===== config.mk =====
export PLATFORM = sky130hd
export DESIGN_NAME = alu_writeback_flat
export DESIGN_NICKNAME = d
export VERILOG_FILES = /design/src/rtl/alu_writeback_pkg.sv /design/src/rtl/alu_writeback_if.sv /design/src/rtl/alu_writeback_wb_dest_decode.sv /design/src/rtl/alu_writeback.sv /design/src/flat_wrapper.sv
export SDC_FILE = /design/constraint.sdc
export NUM_CORES = 1
export LEC_CHECK = 0
export BUFFER_PORTS_ARGS = -buffer_cell sky130_fd_sc_hd__buf_4
export CAP_MARGIN = 20
export CORE_ASPECT_RATIO = 0.8
export CORE_MARGIN = 8
export CORE_UTILIZATION = 40
export DETAILED_ROUTE_END_ITERATION = 8
export PLACE_DENSITY = 0.63
export SLEW_MARGIN = 20
export SYNTH_ARGS = -nofsm -noshare
export SYNTH_HDL_FRONTEND = slang
export SYNTH_HIERARCHICAL = 1
export SYNTH_SLANG_ARGS = --single-unit

===== constraint.sdc =====
create_clock -name clk -period 1.9 [get_ports clk]
set_input_delay 0.38 -clock clk [delete_from_list [all_inputs] [get_ports clk]]
set_output_delay 0.38 -clock clk [all_outputs]
set_load 0.05 [all_outputs]

===== src/rtl/alu_writeback_pkg.sv =====
// Shared definitions for the ALU writeback stage: data widths, the Q1..Q4
// phase encoding, STATUS flag bit positions, flag-mask constants and the
// ALU function encoding.
package alu_writeback_pkg;

    localparam int ALU_FUNC_WIDTH   = 5;
    localparam int ALU_DATA_WIDTH   = 8;
    localparam int ALU_STATUS_WIDTH = 3;

    // Instruction phase; the sequencer walks these in order.
    typedef enum logic [1:0] {
        WB_Q1 = 2'd0,
        WB_Q2 = 2'd1,
        WB_Q3 = 2'd2,
        WB_Q4 = 2'd3
    } wb_phase_e;

    // Bit positions inside the {Z,DC,C} STATUS flag vector.
    localparam int FLAG_C  = 0;
    localparam int FLAG_DC = 1;
    localparam int FLAG_Z  = 2;

    // Flags an instruction is allowed to update.
    localparam logic [ALU_STATUS_WIDTH-1:0] WB_MASK_NONE = 3'b000;
    localparam logic [ALU_STATUS_WIDTH-1:0] WB_MASK_Z    = 3'b100;
    localparam logic [ALU_STATUS_WIDTH-1:0] WB_MASK_C    = 3'b001;
    localparam logic [ALU_STATUS_WIDTH-1:0] WB_MASK_ALL  = 3'b111;

    // ALU function encoding; codes beyond FN_BSF are treated as unknown.
    typedef enum logic [ALU_FUNC_WIDTH-1:0] {
        FN_IDLE  = 5'd0,
        FN_ADDWF = 5'd1,
        FN_SUBWF = 5'd2,
        FN_ANDWF = 5'd3,
        FN_COMF  = 5'd4,
        FN_DECF  = 5'd5,
        FN_INCF  = 5'd6,
        FN_IORWF = 5'd7,
        FN_XORWF = 5'd8,
        FN_ANDLW = 5'd9,
        FN_IORLW = 5'd10,
        FN_XORLW = 5'd11,
        FN_RLF   = 5'd12,
        FN_RRF   = 5'd13,
        FN_SWAPF = 5'd14,
        FN_BCF   = 5'd15,
        FN_BSF   = 5'd16
    } alu_func_e;

endpackage


===== src/rtl/alu_writeback_if.sv =====
// Bus between the writeback stage and its environment: instruction fields
// sampled at Q1, ALU result/status, and the W/STATUS/file-write outputs.
// The master side drives instructions, the slave side is the writeback stage.
interface alu_writeback_if
    import alu_writeback_pkg::*;
#(
    parameter int ADDR_W = 5
) ();

    logic                        holdIn;
    logic                        exValid;
    logic [ALU_FUNC_WIDTH-1:0]   funcIn;
    logic                        destF;
    logic [ADDR_W-1:0]           fAddrIn;
    logic                        skipOnZero;
    logic [ALU_DATA_WIDTH-1:0]   aluResultIn;
    logic [ALU_STATUS_WIDTH-1:0] aluStatusIn;

    logic [1:0]                  qPhase;
    logic [ALU_DATA_WIDTH-1:0]   wOut;
    logic [ALU_STATUS_WIDTH-1:0] statusOut;
    logic                        fWrEn;
    logic [ADDR_W-1:0]           fWrAddr;
    logic [ALU_DATA_WIDTH-1:0]   fWrData;
    logic                        skipReq;

    modport master (
        output holdIn, exValid, funcIn, destF, fAddrIn, skipOnZero,
               aluResultIn, aluStatusIn,
        input  qPhase, wOut, statusOut, fWrEn, fWrAddr, fWrData, skipReq
    );

    modport slave (
        input  holdIn, exValid, funcIn, destF, fAddrIn, skipOnZero,
               aluResultIn, aluStatusIn,
        output qPhase, wOut, statusOut, fWrEn, fWrAddr, fWrData, skipReq
    );

endinterface


===== src/rtl/alu_writeback_wb_dest_decode.sv =====
// Combinational destination/flag-mask decoder for the writeback stage.
// Literal ops always target W, bit ops always target the file, IDLE and
// unknown codes go nowhere and touch no flags; everything else follows d.
module wb_dest_decode
    import alu_writeback_pkg::*;
(
    input  logic [ALU_FUNC_WIDTH-1:0]   func_in,
    input  logic                        dest_f,
    output logic                        to_w,
    output logic                        to_file,
    output logic [ALU_STATUS_WIDTH-1:0] flag_mask
);

    // Map function code and d bit to destination and affected flags.
    always_comb begin
        to_w      = 1'b0;
        to_file   = 1'b0;
        flag_mask = WB_MASK_NONE;
        case (func_in)
            FN_ADDWF, FN_SUBWF: begin
                to_w      = ~dest_f;
                to_file   = dest_f;
                flag_mask = WB_MASK_ALL;
            end
            FN_ANDWF, FN_COMF, FN_DECF, FN_INCF, FN_IORWF, FN_XORWF: begin
                to_w      = ~dest_f;
                to_file   = dest_f;
                flag_mask = WB_MASK_Z;
            end
            FN_ANDLW, FN_IORLW, FN_XORLW: begin
                to_w      = 1'b1;
                flag_mask = WB_MASK_Z;
            end
            FN_RLF, FN_RRF: begin
                to_w      = ~dest_f;
                to_file   = dest_f;
                flag_mask = WB_MASK_C;
            end
            FN_SWAPF: begin
                to_w    = ~dest_f;
                to_file = dest_f;
            end
            FN_BCF, FN_BSF: begin
                to_file = 1'b1;
            end
            default: begin
                to_w      = 1'b0;
                to_file   = 1'b0;
                flag_mask = WB_MASK_NONE;
            end
        endcase
    end

endmodule


===== src/rtl/alu_writeback.sv =====
// Writeback stage following the ALU. Runs the Q1..Q4 phase sequencer,
// holds one pending instruction, latches the ALU result at the Q3->Q4 edge,
// strobes the file write during Q4 and commits W/STATUS at the Q4->Q1 edge.
// Optional feature macro: WB_ZERO_SKIP_EN (skip request on zero result for
// DECFSZ/INCFSZ style instructions).
module alu_writeback
    import alu_writeback_pkg::*;
#(
    parameter int                ADDR_W      = 5,
    parameter logic [ADDR_W-1:0] STATUS_ADDR = ADDR_W'(3)
) (
    input  logic           clk,
    input  logic           rst,
    alu_writeback_if.slave bus
);

    wb_phase_e                   phase_q, phase_d;

    logic                        pend_valid_q, pend_valid_d;
    logic                        pend_to_w_q, pend_to_w_d;
    logic                        pend_to_file_q, pend_to_file_d;
    logic [ALU_STATUS_WIDTH-1:0] pend_mask_q, pend_mask_d;
    logic [ADDR_W-1:0]           pend_addr_q, pend_addr_d;
    logic                        pend_skip_q, pend_skip_d;

    logic [ALU_DATA_WIDTH-1:0]   result_q, result_d;
    logic [ALU_STATUS_WIDTH-1:0] alu_status_q, alu_status_d;

    logic [ALU_DATA_WIDTH-1:0]   w_q, w_d;
    logic [ALU_STATUS_WIDTH-1:0] flags_q, flags_d;
    logic                        skip_q, skip_d;

    logic                        dec_to_w;
    logic                        dec_to_file;
    logic [ALU_STATUS_WIDTH-1:0] dec_mask;

    logic                        advance;
    logic                        status_hit;
    logic                        skip_capture;
    logic                        skip_hit;
    logic [ALU_STATUS_WIDTH-1:0] flags_commit;

    wb_dest_decode u_dest_decode (
        .func_in   (bus.funcIn),
        .dest_f    (bus.destF),
        .to_w      (dec_to_w),
        .to_file   (dec_to_file),
        .flag_mask (dec_mask)
    );

    assign advance    = ~bus.holdIn;
    assign status_hit = pend_to_file_q && (pend_addr_q == STATUS_ADDR);

`ifdef WB_ZERO_SKIP_EN
    assign skip_capture = bus.skipOnZero;
`else
    // Without the skip feature the pending skip bit stays 0, so skipReq never fires.
    assign skip_capture = 1'b0;
`endif

    assign skip_hit = pend_skip_q && (result_q == '0);

    // Per-flag commit value: masked flags take the ALU status (the ALU wins
    // even over a direct STATUS write), unmasked flags take the written data
    // when the destination is STATUS, otherwise they keep their value.
    genvar gi;
    generate
        for (gi = 0; gi < ALU_STATUS_WIDTH; gi++) begin : g_flag
            assign flags_commit[gi] = pend_mask_q[gi] ? alu_status_q[gi]
                                    : (status_hit ? result_q[gi] : flags_q[gi]);
        end
    endgenerate

    // Next-state logic: everything holds while holdIn is high; otherwise the
    // phase advances and each phase edge performs its one job.
    always_comb begin
        phase_d        = phase_q;
        pend_valid_d   = pend_valid_q;
        pend_to_w_d    = pend_to_w_q;
        pend_to_file_d = pend_to_file_q;
        pend_mask_d    = pend_mask_q;
        pend_addr_d    = pend_addr_q;
        pend_skip_d    = pend_skip_q;
        result_d       = result_q;
        alu_status_d   = alu_status_q;
        w_d            = w_q;
        flags_d        = flags_q;
        skip_d         = skip_q;

        if (advance) begin
            phase_d = wb_phase_e'(phase_q + 2'd1);
            skip_d  = 1'b0;
            case (phase_q)
                WB_Q1: begin
                    pend_valid_d = bus.exValid;
                    if (bus.exValid) begin
                        pend_to_w_d    = dec_to_w;
                        pend_to_file_d = dec_to_file;
                        pend_mask_d    = dec_mask;
                        pend_addr_d    = bus.fAddrIn;
                        pend_skip_d    = skip_capture;
                    end
                end
                WB_Q3: begin
                    result_d     = bus.aluResultIn;
                    alu_status_d = bus.aluStatusIn;
                end
                WB_Q4: begin
                    if (pend_valid_q) begin
                        if (pend_to_w_q) begin
                            w_d = result_q;
                        end
                        flags_d = flags_commit;
                        skip_d  = skip_hit;
                    end
                    pend_valid_d = 1'b0;
                end
                default: begin
                    pend_valid_d = pend_valid_q;
                end
            endcase
        end
    end

    // State registers; reset discards any pending instruction.
    always_ff @(posedge clk or posedge rst) begin
        if (rst) begin
            phase_q        <= WB_Q1;
            pend_valid_q   <= 1'b0;
            pend_to_w_q    <= 1'b0;
            pend_to_file_q <= 1'b0;
            pend_mask_q    <= WB_MASK_NONE;
            pend_addr_q    <= '0;
            pend_skip_q    <= 1'b0;
            result_q       <= '0;
            alu_status_q   <= '0;
            w_q            <= '0;
            flags_q        <= '0;
            skip_q         <= 1'b0;
        end else begin
            phase_q        <= phase_d;
            pend_valid_q   <= pend_valid_d;
            pend_to_w_q    <= pend_to_w_d;
            pend_to_file_q <= pend_to_file_d;
            pend_mask_q    <= pend_mask_d;
            pend_addr_q    <= pend_addr_d;
            pend_skip_q    <= pend_skip_d;
            result_q       <= result_d;
            alu_status_q   <= alu_status_d;
            w_q            <= w_d;
            flags_q        <= flags_d;
            skip_q         <= skip_d;
        end
    end

    assign bus.qPhase    = phase_q;
    assign bus.wOut      = w_q;
    assign bus.statusOut = flags_q;
    assign bus.fWrEn     = (phase_q == WB_Q4) && pend_valid_q && pend_to_file_q && ~bus.holdIn;
    assign bus.fWrAddr   = pend_addr_q;
    assign bus.fWrData   = result_q;
    assign bus.skipReq   = skip_q;

endmodule


===== src/flat_wrapper.sv =====
// flat-port wrapper written by rule: the top's interface ports become plain ports
module alu_writeback_flat import alu_writeback_pkg::*;
#(
    parameter int                ADDR_W      = 5,
    parameter logic [ADDR_W-1:0] STATUS_ADDR = ADDR_W'(3)
)
  (clk, rst, bus_holdIn, bus_exValid, bus_funcIn, bus_destF, bus_fAddrIn, bus_skipOnZero, bus_aluResultIn, bus_aluStatusIn, bus_qPhase, bus_wOut, bus_statusOut, bus_fWrEn, bus_fWrAddr, bus_fWrData, bus_skipReq);
  alu_writeback_if #(.ADDR_W(ADDR_W)) bus_i ();
  input  logic clk;
  input  logic rst;
  input wire logic [$bits(bus_i.holdIn)-1:0] bus_holdIn;
  input wire logic [$bits(bus_i.exValid)-1:0] bus_exValid;
  input wire logic [$bits(bus_i.funcIn)-1:0] bus_funcIn;
  input wire logic [$bits(bus_i.destF)-1:0] bus_destF;
  input wire logic [$bits(bus_i.fAddrIn)-1:0] bus_fAddrIn;
  input wire logic [$bits(bus_i.skipOnZero)-1:0] bus_skipOnZero;
  input wire logic [$bits(bus_i.aluResultIn)-1:0] bus_aluResultIn;
  input wire logic [$bits(bus_i.aluStatusIn)-1:0] bus_aluStatusIn;
  output wire logic [$bits(bus_i.qPhase)-1:0] bus_qPhase;
  output wire logic [$bits(bus_i.wOut)-1:0] bus_wOut;
  output wire logic [$bits(bus_i.statusOut)-1:0] bus_statusOut;
  output wire logic [$bits(bus_i.fWrEn)-1:0] bus_fWrEn;
  output wire logic [$bits(bus_i.fWrAddr)-1:0] bus_fWrAddr;
  output wire logic [$bits(bus_i.fWrData)-1:0] bus_fWrData;
  output wire logic [$bits(bus_i.skipReq)-1:0] bus_skipReq;
  assign bus_i.holdIn = bus_holdIn;
  assign bus_i.exValid = bus_exValid;
  assign bus_i.funcIn = bus_funcIn;
  assign bus_i.destF = bus_destF;
  assign bus_i.fAddrIn = bus_fAddrIn;
  assign bus_i.skipOnZero = bus_skipOnZero;
  assign bus_i.aluResultIn = bus_aluResultIn;
  assign bus_i.aluStatusIn = bus_aluStatusIn;
  assign bus_qPhase = bus_i.qPhase;
  assign bus_wOut = bus_i.wOut;
  assign bus_statusOut = bus_i.statusOut;
  assign bus_fWrEn = bus_i.fWrEn;
  assign bus_fWrAddr = bus_i.fWrAddr;
  assign bus_fWrData = bus_i.fWrData;
  assign bus_skipReq = bus_i.skipReq;
  alu_writeback #(.ADDR_W(ADDR_W), .STATUS_ADDR(STATUS_ADDR)) u_core (.clk(clk), .rst(rst), .bus(bus_i));
endmodule

==> run_summary.xml, run 1 <==
<?xml version="1.0" encoding="UTF-8"?>
<metrics>
  <group name="floorplan">
    <metric name="floorplan.die.width" unit="um">87.5</metric>
    <metric name="design.die.area" unit="sq mm">0.00641</metric>
    <metric name="core.rowCount" unit="">20</metric>
    <metric name="floorplan.io_pins" unit="">55</metric>
    <metric name="die_height" unit="um">73.2</metric>
    <metric name="floorplan.initialDensity" unit="%">42.5</metric>
    <metric name="core_area" unit="sq mm">0.00385</metric>
  </group>
  <group name="setup_path">
    <metric name="crit_required" unit="ns">1.52</metric>
    <metric name="critical_path_max_stage_delay" unit="ns">0.43</metric>
    <metric name="setup.worst_path.end_class" unit="">primary output</metric>
    <metric name="critical_path_arrival" unit="ns">1.44</metric>
    <metric name="crit_family" unit="">flip-flops</metric>
    <metric name="start_kind" unit="">flip-flop</metric>
    <metric name="critical_path_s_slowest_cell" unit="">dfrtp_2</metric>
    <metric name="total_buffers_and_inverters_traversed_by_the_critical_path" unit="">1</metric>
    <metric name="cp_max_fo" unit="">4</metric>
    <metric name="critical_path.cell_chain" unit="">ha_1 -&gt; and3b_1 -&gt; and2_1 -&gt; buf_4</metric>
    <metric name="critPathKind" unit="">flip-flop to primary output</metric>
  </group>
  <group name="global_routing">
    <metric name="via_count_of_the_first_global_routing_pass" unit="">1311</metric>
    <metric name="grt_util_all_layers" unit="%">12.0</metric>
    <metric name="grt_start_max_net_pins" unit="">25</metric>
    <metric name="grt_pass1_wl" unit="um">5980</metric>
    <metric name="gr-total-overflow" unit="">0</metric>
    <metric name="antenna_found_initial" unit="">0</metric>
  </group>
  <group name="synthesis">
    <metric name="synth.avg_cell_area" unit="sq um">13.0</metric>
    <metric name="mappedNetlistArea" unit="sq mm">0.00164</metric>
    <metric name="postSynth.topFlopCell" unit="">dfrtp_1</metric>
    <metric name="yosysTopAreaCell" unit="">dfrtp_1</metric>
    <metric name="post-synth-top-count-cell" unit="">dfrtp_1</metric>
    <metric name="yosys_warning_count" unit="">6</metric>
    <metric name="yosys.cell_types.count" unit="">31</metric>
    <metric name="post_synth_inst_count" unit="">126</metric>
    <metric name="synth_fp_nets" unit="">156</metric>
    <metric name="netlist_top_cells_area" unit="">dfrtp_1, mux2_2, ha_1</metric>
    <metric name="netlist.area_leader.share" unit="%">53.5</metric>
    <metric name="post_synth_arst_share" unit="%">100</metric>
    <metric name="synth_enable_flop_cells" unit="">0</metric>
    <metric name="synth.yosys.seq_area_share" unit="%">53.5</metric>
    <metric name="ys_seq_elements" unit="">35</metric>
    <metric name="post_synth_most_frequent_cells" unit="">dfrtp_1, mux2_2, inv_1</metric>
  </group>
  <group name="routing">
    <metric name="drt_pass1_iterations" unit="">4</metric>
    <metric name="ant_nets" unit="">0</metric>
    <metric name="post_drt_wl_per_cell" unit="um">15.0</metric>
    <metric name="vias" unit="">1166</metric>
    <metric name="drc_violations_left" unit="">0</metric>
    <metric name="route.detailed.vias_per_inst" unit="">4.86</metric>
    <metric name="dr.first_iter.drc_count" unit="">60</metric>
    <metric name="wl" unit="um">3600</metric>
  </group>
  <group name="sta">
    <metric name="timing.final.crit_period" unit="ns">1.82</metric>
    <metric name="tightestPinTransition" unit="ns">0.528</metric>
    <metric name="period_share" unit="%">95.9</metric>
    <metric name="setup-violations-final" unit="">0</metric>
    <metric name="fmaxAchievable" unit="MHz">549</metric>
    <metric name="report.final.hold_viol_count" unit="">0</metric>
    <metric name="slew_headroom" unit="%">64.7</metric>
    <metric name="clock_skew_after_layout" unit="ns">0.00573</metric>
    <metric name="totalNegativeSetupSlack" unit="ns">0</metric>
    <metric name="grt_setup_unrepaired" unit="">no</metric>
    <metric name="finalMaxSlewViolations" unit="">0</metric>
  </group>
  <group name="placement">
    <metric name="port_buffers" unit="">52</metric>
    <metric name="placed_area" unit="sq mm">0.00210</metric>
    <metric name="place.detailed.hpwl" unit="um">2890</metric>
    <metric name="place_congestion" unit="">0.774</metric>
  </group>
  <group name="cts">
    <metric name="clk_path_buf_depth" unit="">2</metric>
    <metric name="h_tree_levels" unit="">2</metric>
    <metric name="cts_resized" unit="">0</metric>
    <metric name="numClockSinks" unit="">35</metric>
    <metric name="postCtsSetupRepairBufs" unit="">0</metric>
    <metric name="cts_tree" unit="">done</metric>
    <metric name="cts_root_buffer" unit="">clkbuf_8</metric>
    <metric name="cts_hold_repair.buffers" unit="">0</metric>
    <metric name="numCtsBuffers" unit="">5</metric>
    <metric name="post_cts_clock_slew_at_the_launch_and_capture_registers_of_the_worst_setup_and_hold_paths" unit="ns">0.07</metric>
    <metric name="clk-insertion-delay-late" unit="ns">0.28</metric>
  </group>
  <group name="final_layout">
    <metric name="antenna_cells_inserted" unit="">0</metric>
    <metric name="num-nets-final" unit="">214</metric>
    <metric name="drive_above_1_share" unit="%">56.2</metric>
    <metric name="area_growth_synth_to_finish" unit="%">35.6</metric>
    <metric name="final_area" unit="sq mm">0.00222</metric>
  </group>
  <group name="power">
    <metric name="pwr_density_cell" unit="mW/mm^2">1780</metric>
    <metric name="power.leakage" unit="nW">1.11</metric>
    <metric name="worst_ir_drop_vdd" unit="mV">0.962</metric>
  </group>
  <group name="worst_hold_path">
    <metric name="hold_path_class" unit="">input pin to async pin</metric>
  </group>
  <group name="outcome">
    <metric name="status" unit="">finished clean</metric>
  </group>
  <group name="run">
    <metric name="max_cap_viol" unit="">0</metric>
  </group>
</metrics>
[flip-flops by register name, indices dropped and copies added (netlist names)]
name,count
u_core/pend_to_w_q,1
u_core/pend_mask_q,3
u_core/bus.fWrData,8
u_core/bus.qPhase,2
u_core/alu_status_q,3
u_core/bus.wOut,8
u_core/bus.fWrAddr,5
u_core/pend_to_file_q,1
u_core/pend_valid_q,1
u_core/bus.statusOut,3
[stage by stage]
step,utilization (%),worst slack [ns],cells,hold slack [ns],power (mW)
final,57.6,0.0785,240,0.141,3.95
after global routing,57.6,0.0227,240,0.177,4.16
after CTS,57.6,0.0649,240,0.147,4.01
after detailed placement,54.6,0.279,232,0.448,3.32
after global placement,54.6,0.326,232,0.436,3.26
after floorplan,-,0.0659,126,0.459,2.68
[layout make-up]
cell class,instances,area (sq um)
Multi-Input combinational cell,79,701
Sequential cell,35,878
Timing Repair Buffer,55,425
Clock buffer,6,82.6
Tap cell,55,68.8
Clock inverter,2,35.0
Fill cell,349,1630
Inverter,8,30.0
[metal layers]
metal / vias to the layer above / routed length [um] / GRT usage, %
met5: - / 0 / 0
met4: 0 / 29 / 3.80
met3: 5 / 286 / 4.84
met2: 36 / 1790 / 20.3
met1: 564 / 1500 / 13.5
li1: 561 / - / -
[logic make-up after synthesis]
family                     after synthesis  share of synthesized area, %
adders and majority gates                3                          2.29
AOI/OAI and AO/OA                       12                          5.96
other                                    1                         0.229
and+or+nand+nor                         28                          10.5
buffers and inverters                   12                          3.74
xor gates and xnor gates                 2                          1.07
muxes                                   33                          22.7
DFF                                     35                          53.5
[final timing paths]
kind                            depth (start not counted)            startpoint               endpoint  slack (ns)
max in group asynchronous                               3                   rst     u_core/bus.wOut[2]        1.26
worst min-delay path                                    2                   rst   u_core/bus.qPhase[1]        0.14
min in group clk                                        2    bus_aluResultIn[5]  u_core/bus.fWrData[5]        0.33
worst max register to register                          4  u_core/bus.qPhase[0]  u_core/bus.fWrAddr[4]        0.30
worst min register to register                          1  u_core/bus.qPhase[0]   u_core/bus.qPhase[0]        0.50
worst max-delay path                                    4  u_core/bus.qPhase[0]              bus_fWrEn        0.08
[cells in the final DEF (no fill, tap or decap), types with 2 or more instances in the layout]
cell type and count:
o311ai_1 3, clkbuf_8 6, ha_1 3, nand2_1 4, and2_1 2, mux2_2 33
nand4_1 4, o21ai_0 3, o211a_1 2, nor3_1 2, xnor2_1 2, nor2b_1 3
dfrtp_2 2, dfrtp_1 33, inv_1 8, buf_4 54, nor2_1 4
[power by group]
part	total [mW]	internal (mW)	leakage (nW)	switching [mW]
logic	1.96	0.721	0.626	1.24
registers	1.32	1.08	0.424	0.242
clock network	0.674	0.424	0.0612	0.250
[worst register-to-register path, delay by kind of cell (launching register included)]
family	cells	cell delay, ns
and+or+nand+nor	1	0.38
adders and majority gates	1	0.16
muxes	1	0.43
DFF	1	0.43
buffers and inverters	1	0.09
Power figures use the tool's default switching activity.
==> inputs of run 2 (changes only) <==
--- a/config.mk
+++ b/config.mk
@@ -11,6 +11,7 @@
 export CORE_MARGIN = 8
 export CORE_UTILIZATION = 40
 export DETAILED_ROUTE_END_ITERATION = 8
+export GPL_TIMING_DRIVEN = 0
 export PLACE_DENSITY = 0.63
 export SLEW_MARGIN = 20
 export SYNTH_ARGS = -nofsm -noshare
==> run_summary.xml, run 2 (synthesis results as in run 1) <==
<?xml version="1.0" encoding="UTF-8"?>
<metrics>
  <group name="cts">
    <metric name="numCtsBuffers" unit="">5</metric>
    <metric name="cts_hold_repair.buffers" unit="">0</metric>
    <metric name="h_tree_levels" unit="">2</metric>
    <metric name="clk-insertion-delay-late" unit="ns">0.28</metric>
    <metric name="cts_tree" unit="">done</metric>
    <metric name="cts_root_buffer" unit="">clkbuf_8</metric>
    <metric name="post_cts_clock_slew_at_the_launch_and_capture_registers_of_the_worst_setup_and_hold_paths" unit="ns">0.07</metric>
    <metric name="numClockSinks" unit="">35</metric>
    <metric name="clk_path_buf_depth" unit="">2</metric>
  </group>
  <group name="routing">
    <metric name="ant_nets" unit="">0</metric>
    <metric name="vias" unit="">1170</metric>
    <metric name="dr.first_iter.drc_count" unit="">63</metric>
    <metric name="drc_violations_left" unit="">0</metric>
    <metric name="wl" unit="um">3620</metric>
    <metric name="drt_pass1_iterations" unit="">4</metric>
    <metric name="post_drt_wl_per_cell" unit="um">14.9</metric>
    <metric name="route.detailed.vias_per_inst" unit="">4.80</metric>
  </group>
  <group name="sta">
    <metric name="report.final.hold_viol_count" unit="">0</metric>
    <metric name="period_share" unit="%">96.2</metric>
    <metric name="clock_skew_after_layout" unit="ns">0.00474</metric>
    <metric name="timing.final.crit_period" unit="ns">1.83</metric>
    <metric name="grt_setup_unrepaired" unit="">no</metric>
    <metric name="finalMaxSlewViolations" unit="">0</metric>
    <metric name="totalNegativeSetupSlack" unit="ns">0</metric>
    <metric name="setup-violations-final" unit="">0</metric>
    <metric name="tightestPinTransition" unit="ns">0.728</metric>
    <metric name="fmaxAchievable" unit="MHz">547</metric>
    <metric name="postLayoutSetupSlackWorst" unit="ns">0.0718</metric>
    <metric name="slew_headroom" unit="%">51.4</metric>
  </group>
  <group name="floorplan">
    <metric name="floorplan.initialDensity" unit="%">42.5</metric>
    <metric name="core.rowCount" unit="">20</metric>
    <metric name="floorplan.die.width" unit="um">87.5</metric>
    <metric name="core_area" unit="sq mm">0.00385</metric>
    <metric name="design.die.area" unit="sq mm">0.00641</metric>
    <metric name="floorplan.io_pins" unit="">55</metric>
    <metric name="die_height" unit="um">73.2</metric>
  </group>
  <group name="setup_path">
    <metric name="critical_path_arrival" unit="ns">1.45</metric>
    <metric name="setup.worst_path.end_class" unit="">primary output</metric>
    <metric name="cp_max_fo" unit="">2</metric>
    <metric name="crit_required" unit="ns">1.52</metric>
    <metric name="start_kind" unit="">flip-flop</metric>
    <metric name="critPathKind" unit="">flip-flop to primary output</metric>
  </group>
  <group name="placement">
    <metric name="post-place-cells" unit="">233</metric>
    <metric name="place.detailed.hpwl" unit="um">2820</metric>
    <metric name="port_buffers" unit="">52</metric>
    <metric name="pre_cts_ws" unit="ns">0.250</metric>
    <metric name="placed_area" unit="sq mm">0.00210</metric>
    <metric name="place_congestion" unit="">0.745</metric>
  </group>
  <group name="global_routing">
    <metric name="via_count_of_the_first_global_routing_pass" unit="">1276</metric>
    <metric name="grt_start_max_net_pins" unit="">36</metric>
    <metric name="antenna_found_initial" unit="">0</metric>
    <metric name="grt_util_all_layers" unit="%">12.0</metric>
    <metric name="grt_pass1_wl" unit="um">5990</metric>
    <metric name="gr-total-overflow" unit="">0</metric>
  </group>
  <group name="final_layout">
    <metric name="num-nets-final" unit="">218</metric>
    <metric name="mostFrequentLayoutCell" unit="">buf_4</metric>
    <metric name="drive_above_1_share" unit="%">57.7</metric>
    <metric name="fillers" unit="">357</metric>
    <metric name="final_area" unit="sq mm">0.00223</metric>
    <metric name="layout.cells.most_common_list" unit="">buf_4, mux2_2, dfrtp_1, clkbuf_8, inv_1</metric>
    <metric name="final_cell_count_no_fill" unit="">244</metric>
    <metric name="final_util" unit="%">57.8</metric>
    <metric name="area_growth_synth_to_finish" unit="%">36.1</metric>
    <metric name="antenna_cells_inserted" unit="">0</metric>
  </group>
  <group name="outcome">
    <metric name="status" unit="">finished clean</metric>
  </group>
  <group name="power">
    <metric name="pwr_density_cell" unit="mW/mm^2">1750</metric>
    <metric name="sw_frac_of_total" unit="%">44.5</metric>
    <metric name="worst_ir_drop_vdd" unit="mV">1.14</metric>
    <metric name="power.leakage" unit="nW">1.11</metric>
    <metric name="pwr-share-comb" unit="%">51.6</metric>
    <metric name="power_frac_clock" unit="%">14.9</metric>
    <metric name="power.share.sequential" unit="%">33.5</metric>
    <metric name="cellInternalPower" unit="mW">2.16</metric>
    <metric name="p_switching" unit="mW">1.73</metric>
  </group>
  <group name="worst_hold_path">
    <metric name="hold_path_class" unit="">input pin to async pin</metric>
  </group>
  <group name="run">
    <metric name="max_cap_viol" unit="">0</metric>
  </group>
</metrics>
[run 2: layer usage]
metal | track usage (%) | routed length, um | up-vias
li1 | - | - | 575
met1 | 13.9 | 1590 | 554
met2 | 18.9 | 1680 | 35
met3 | 5.51 | 303 | 6
met4 | 4.56 | 49 | 0
met5 | 0 | 0 | -
[run 2: metrics by stage]
| stage | power, mW | hold slack (ns) |
|---|---|---|
| detailed placement | 3.32 | 0.489 |
| finish | 3.90 | 0.223 |
| CTS | 3.95 | 0.243 |
| global placement | 3.26 | 0.480 |
| floorplan | 2.68 | 0.459 |
| global route | 4.12 | 0.274 |
[run 2: final timing paths]
kind	startpoint	to	slack, ns	cells after the start
setup / recovery	u_core/bus.qPhase[0]	bus_fWrEn	0.07	5
hold / removal	rst	u_core/bus.wOut[3]	0.22	2
setup reg to reg	u_core/bus.qPhase[0]	u_core/bus.wOut[5]	0.27	6
hold reg to reg	u_core/bus.wOut[6]	u_core/bus.wOut[6]	0.51	1
max in group asynchronous	rst	u_core/bus.qPhase[1]	1.17	2
min in group clk	bus_holdIn	u_core/bus.qPhase[0]	0.32	2
[run 2: worst max-delay path, stage by stage (launching register included)]
cell and delay (ns):
dfrtp_2 0.41, ha_2 0.18, and3b_1 0.17, buf_6 0.11, and2_1 0.15, buf_6 0.15
[run 2: layout make-up]
cell class / instances / area (sq um) / area share, %
multi-input combinational: 79 / 703 / 31.6
timing repair buffer: 55 / 417 / 18.7
buffer: 4 / 31.3 / 1.40
clock buffer: 8 / 100 / 4.49
tap: 55 / 68.8 / 3.09
inverter: 8 / 30.0 / 1.35
sequential: 35 / 878 / 39.4
[run 2: power by group through the flow]
stage          Combinational [mW]  Sequential (mW)  Clock (mW)
2_1_floorplan               0.546             2.14           0
3_3_place_gp                 1.94             1.32           0
3_5_place_dp                 1.98             1.34           0
4_1_cts                      2.03             1.31       0.600
5_1_grt                      2.11             1.37       0.638
6_report                     2.01             1.31       0.579
[run 2: repair_timing]
action                     4_1_cts  5_1_grt
setup buffers                    2        1
resized for setup                2        0
setup endpoints to repair        1        1
==> inputs of run 3 (changes only) <==
--- a/config.mk
+++ b/config.mk
@@ -13,6 +13,7 @@
 export DETAILED_ROUTE_END_ITERATION = 8
 export GPL_TIMING_DRIVEN = 0
 export PLACE_DENSITY = 0.63
+export SETUP_SLACK_MARGIN = 0.1
 export SLEW_MARGIN = 20
 export SYNTH_ARGS = -nofsm -noshare
 export SYNTH_HDL_FRONTEND = slang
==> run_summary.xml, run 3 (synthesis results as in run 1) <==
<?xml version="1.0" encoding="UTF-8"?>
<metrics>
  <group name="sta">
    <metric name="report.final.hold_viol_count" unit="">0</metric>
    <metric name="grt_setup_unrepaired" unit="">yes</metric>
    <metric name="period_share" unit="%">95.4</metric>
    <metric name="tightestPinTransition" unit="ns">0.704</metric>
    <metric name="timing.final.crit_period" unit="ns">1.81</metric>
    <metric name="setup-violations-final" unit="">0</metric>
    <metric name="finalMaxSlewViolations" unit="">0</metric>
    <metric name="totalNegativeSetupSlack" unit="ns">0</metric>
    <metric name="clock_skew_after_layout" unit="ns">0.00343</metric>
    <metric name="fmaxAchievable" unit="MHz">552</metric>
    <metric name="slew_headroom" unit="%">53.0</metric>
  </group>
  <group name="setup_path">
    <metric name="reg2reg_depth" unit="">6</metric>
    <metric name="critical_path_arrival" unit="ns">1.43</metric>
    <metric name="critPathKind" unit="">flip-flop to primary output</metric>
    <metric name="crit_required" unit="ns">1.52</metric>
    <metric name="rrSetupSlack" unit="ns">0.26</metric>
    <metric name="setup.worst_path.end_class" unit="">primary output</metric>
    <metric name="startpoint" unit="">u_core/bus.qPhase[1]</metric>
    <metric name="cp_max_fo" unit="">2</metric>
    <metric name="reg2reg_from" unit="">u_core/bus.qPhase[1]</metric>
    <metric name="endpoint" unit="">bus_fWrEn</metric>
    <metric name="start_kind" unit="">flip-flop</metric>
    <metric name="rr_endpoint" unit="">u_core/bus.wOut[4]</metric>
  </group>
  <group name="global_routing">
    <metric name="gr-total-overflow" unit="">0</metric>
    <metric name="grt_pass1_wl" unit="um">5930</metric>
    <metric name="via_count_of_the_first_global_routing_pass" unit="">1262</metric>
    <metric name="grt_start_max_net_pins" unit="">36</metric>
    <metric name="antenna_found_initial" unit="">0</metric>
    <metric name="grt_util_all_layers" unit="%">11.9</metric>
  </group>
  <group name="floorplan">
    <metric name="floorplan.die.width" unit="um">87.5</metric>
    <metric name="core_area" unit="sq mm">0.00385</metric>
    <metric name="floorplan.io_pins" unit="">55</metric>
    <metric name="floorplan.initialDensity" unit="%">42.5</metric>
    <metric name="design.die.area" unit="sq mm">0.00641</metric>
    <metric name="core.rowCount" unit="">20</metric>
    <metric name="die_height" unit="um">73.2</metric>
  </group>
  <group name="cts">
    <metric name="cts_root_buffer" unit="">clkbuf_8</metric>
    <metric name="cts_tree" unit="">done</metric>
    <metric name="cts_hold_repair.buffers" unit="">0</metric>
    <metric name="clk-insertion-delay-late" unit="ns">0.27</metric>
    <metric name="numClockSinks" unit="">35</metric>
    <metric name="h_tree_levels" unit="">2</metric>
    <metric name="clk_path_buf_depth" unit="">2</metric>
    <metric name="numCtsBuffers" unit="">5</metric>
    <metric name="post_cts_clock_slew_at_the_launch_and_capture_registers_of_the_worst_setup_and_hold_paths" unit="ns">0.06</metric>
  </group>
  <group name="power">
    <metric name="worst_ir_drop_vdd" unit="mV">1.14</metric>
    <metric name="power.leakage" unit="nW">1.10</metric>
    <metric name="pwr_density_cell" unit="mW/mm^2">1720</metric>
  </group>
  <group name="final_layout">
    <metric name="mostFrequentLayoutCell" unit="">buf_4</metric>
    <metric name="fillers" unit="">340</metric>
    <metric name="final_area" unit="sq mm">0.00222</metric>
    <metric name="multi_input_comb_area" unit="sq um">716</metric>
    <metric name="antenna_cells_inserted" unit="">0</metric>
    <metric name="num-nets-final" unit="">218</metric>
    <metric name="area.sequential" unit="sq um">878</metric>
    <metric name="area_growth_synth_to_finish" unit="%">35.4</metric>
    <metric name="layout.cells.most_common_list" unit="">buf_4, mux2_2, dfrtp_1, inv_1, clkbuf_8</metric>
    <metric name="drive_above_1_share" unit="%">57.8</metric>
  </group>
  <group name="worst_hold_path">
    <metric name="hold_path_class" unit="">input pin to async pin</metric>
  </group>
  <group name="routing">
    <metric name="drc_violations_left" unit="">0</metric>
    <metric name="vias" unit="">1166</metric>
    <metric name="ant_nets" unit="">0</metric>
    <metric name="wl" unit="um">3650</metric>
    <metric name="drt_pass1_iterations" unit="">4</metric>
    <metric name="route.detailed.vias_per_inst" unit="">4.82</metric>
    <metric name="post_drt_wl_per_cell" unit="um">15.1</metric>
    <metric name="dr.first_iter.drc_count" unit="">40</metric>
  </group>
  <group name="placement">
    <metric name="place_congestion" unit="">0.729</metric>
    <metric name="placed_area" unit="sq mm">0.00210</metric>
    <metric name="port_buffers" unit="">52</metric>
    <metric name="place.detailed.hpwl" unit="um">2800</metric>
  </group>
  <group name="run">
    <metric name="max_cap_viol" unit="">0</metric>
  </group>
  <group name="outcome">
    <metric name="status" unit="">finished clean</metric>
  </group>
</metrics>
-- run 3: cell count changes in the layout (fill, tap and decap cells not counted), sizes merged --
cell    previous run  this run
clkbuf             8         6
-- run 3: metal layers --
metal	vias up	wire length (um)	global-route usage, %
met2	35	1760	19.0
met3	0	265	5.06
li1	566	-	-
met1	565	1620	14.3
met4	0	0	3.42
met5	-	0	0
-- run 3: worst min path at each step --
stage	start	end	slack (ns)
floorplan	u_core/pend_valid_q	u_core/pend_valid_q	0.46
global placement	u_core/pend_valid_q	u_core/pend_valid_q	0.48
detailed placement	u_core/bus.qPhase[0]	u_core/bus.qPhase[0]	0.49
CTS	rst	u_core/bus.fWrData[6]	0.25
global route	rst	u_core/bus.fWrData[6]	0.29
finish	rst	u_core/bus.fWrData[6]	0.22
-- run 3: worst max-delay path, cell delays in order, from the launching register on --
cell and delay, ns:
dfrtp_2 0.42, ha_4 0.17, and3b_1 0.16, buf_6 0.11
and2_4 0.15, buf_8 0.14
-- run 3: cell type report --
class,count,area share (%)
flip-flops and latches,35,39.6
multi-input cells,79,32.3
well taps,55,3.10
clock buffers,6,3.27
plain buffers,4,1.41
inverters,8,1.35
repair buffers,55,19.0
-- run 3: what timing repair did --
| item | in CTS | in global routing |
|---|---|---|
| pin swaps | 1 | 0 |
| endpoints found under the hold margin | 0 | 0 |
| buffers inserted | 3 | 0 |
| endpoints found under the setup margin | 1 | 1 |
| resized for setup | 5 | 0 |
-- run 3: stage by stage --
stage          utilization [%]  setup slack (ns)  instances  total power [mW]  hold WS [ns]
2_1_floorplan                -             0.186        126              2.68         0.459
3_3_place_gp              54.5             0.200        233              3.26         0.479
3_5_place_dp              54.5             0.214        233              3.32         0.488
4_1_cts                   57.5            0.0872        242              3.85         0.248
5_1_grt                   57.5            0.0404        242              4.02         0.288
6_report                  57.5            0.0875        242              3.81         0.222
-- run 3: power by group --
| part | leakage (nW) | switching (mW) | internal, mW |
|---|---|---|---|
| clock network | 0.0371 | 0.224 | 0.244 |
| registers | 0.424 | 0.241 | 1.08 |
| logic | 0.643 | 1.26 | 0.762 |
| total | 1.10 | 1.73 | 2.09 |
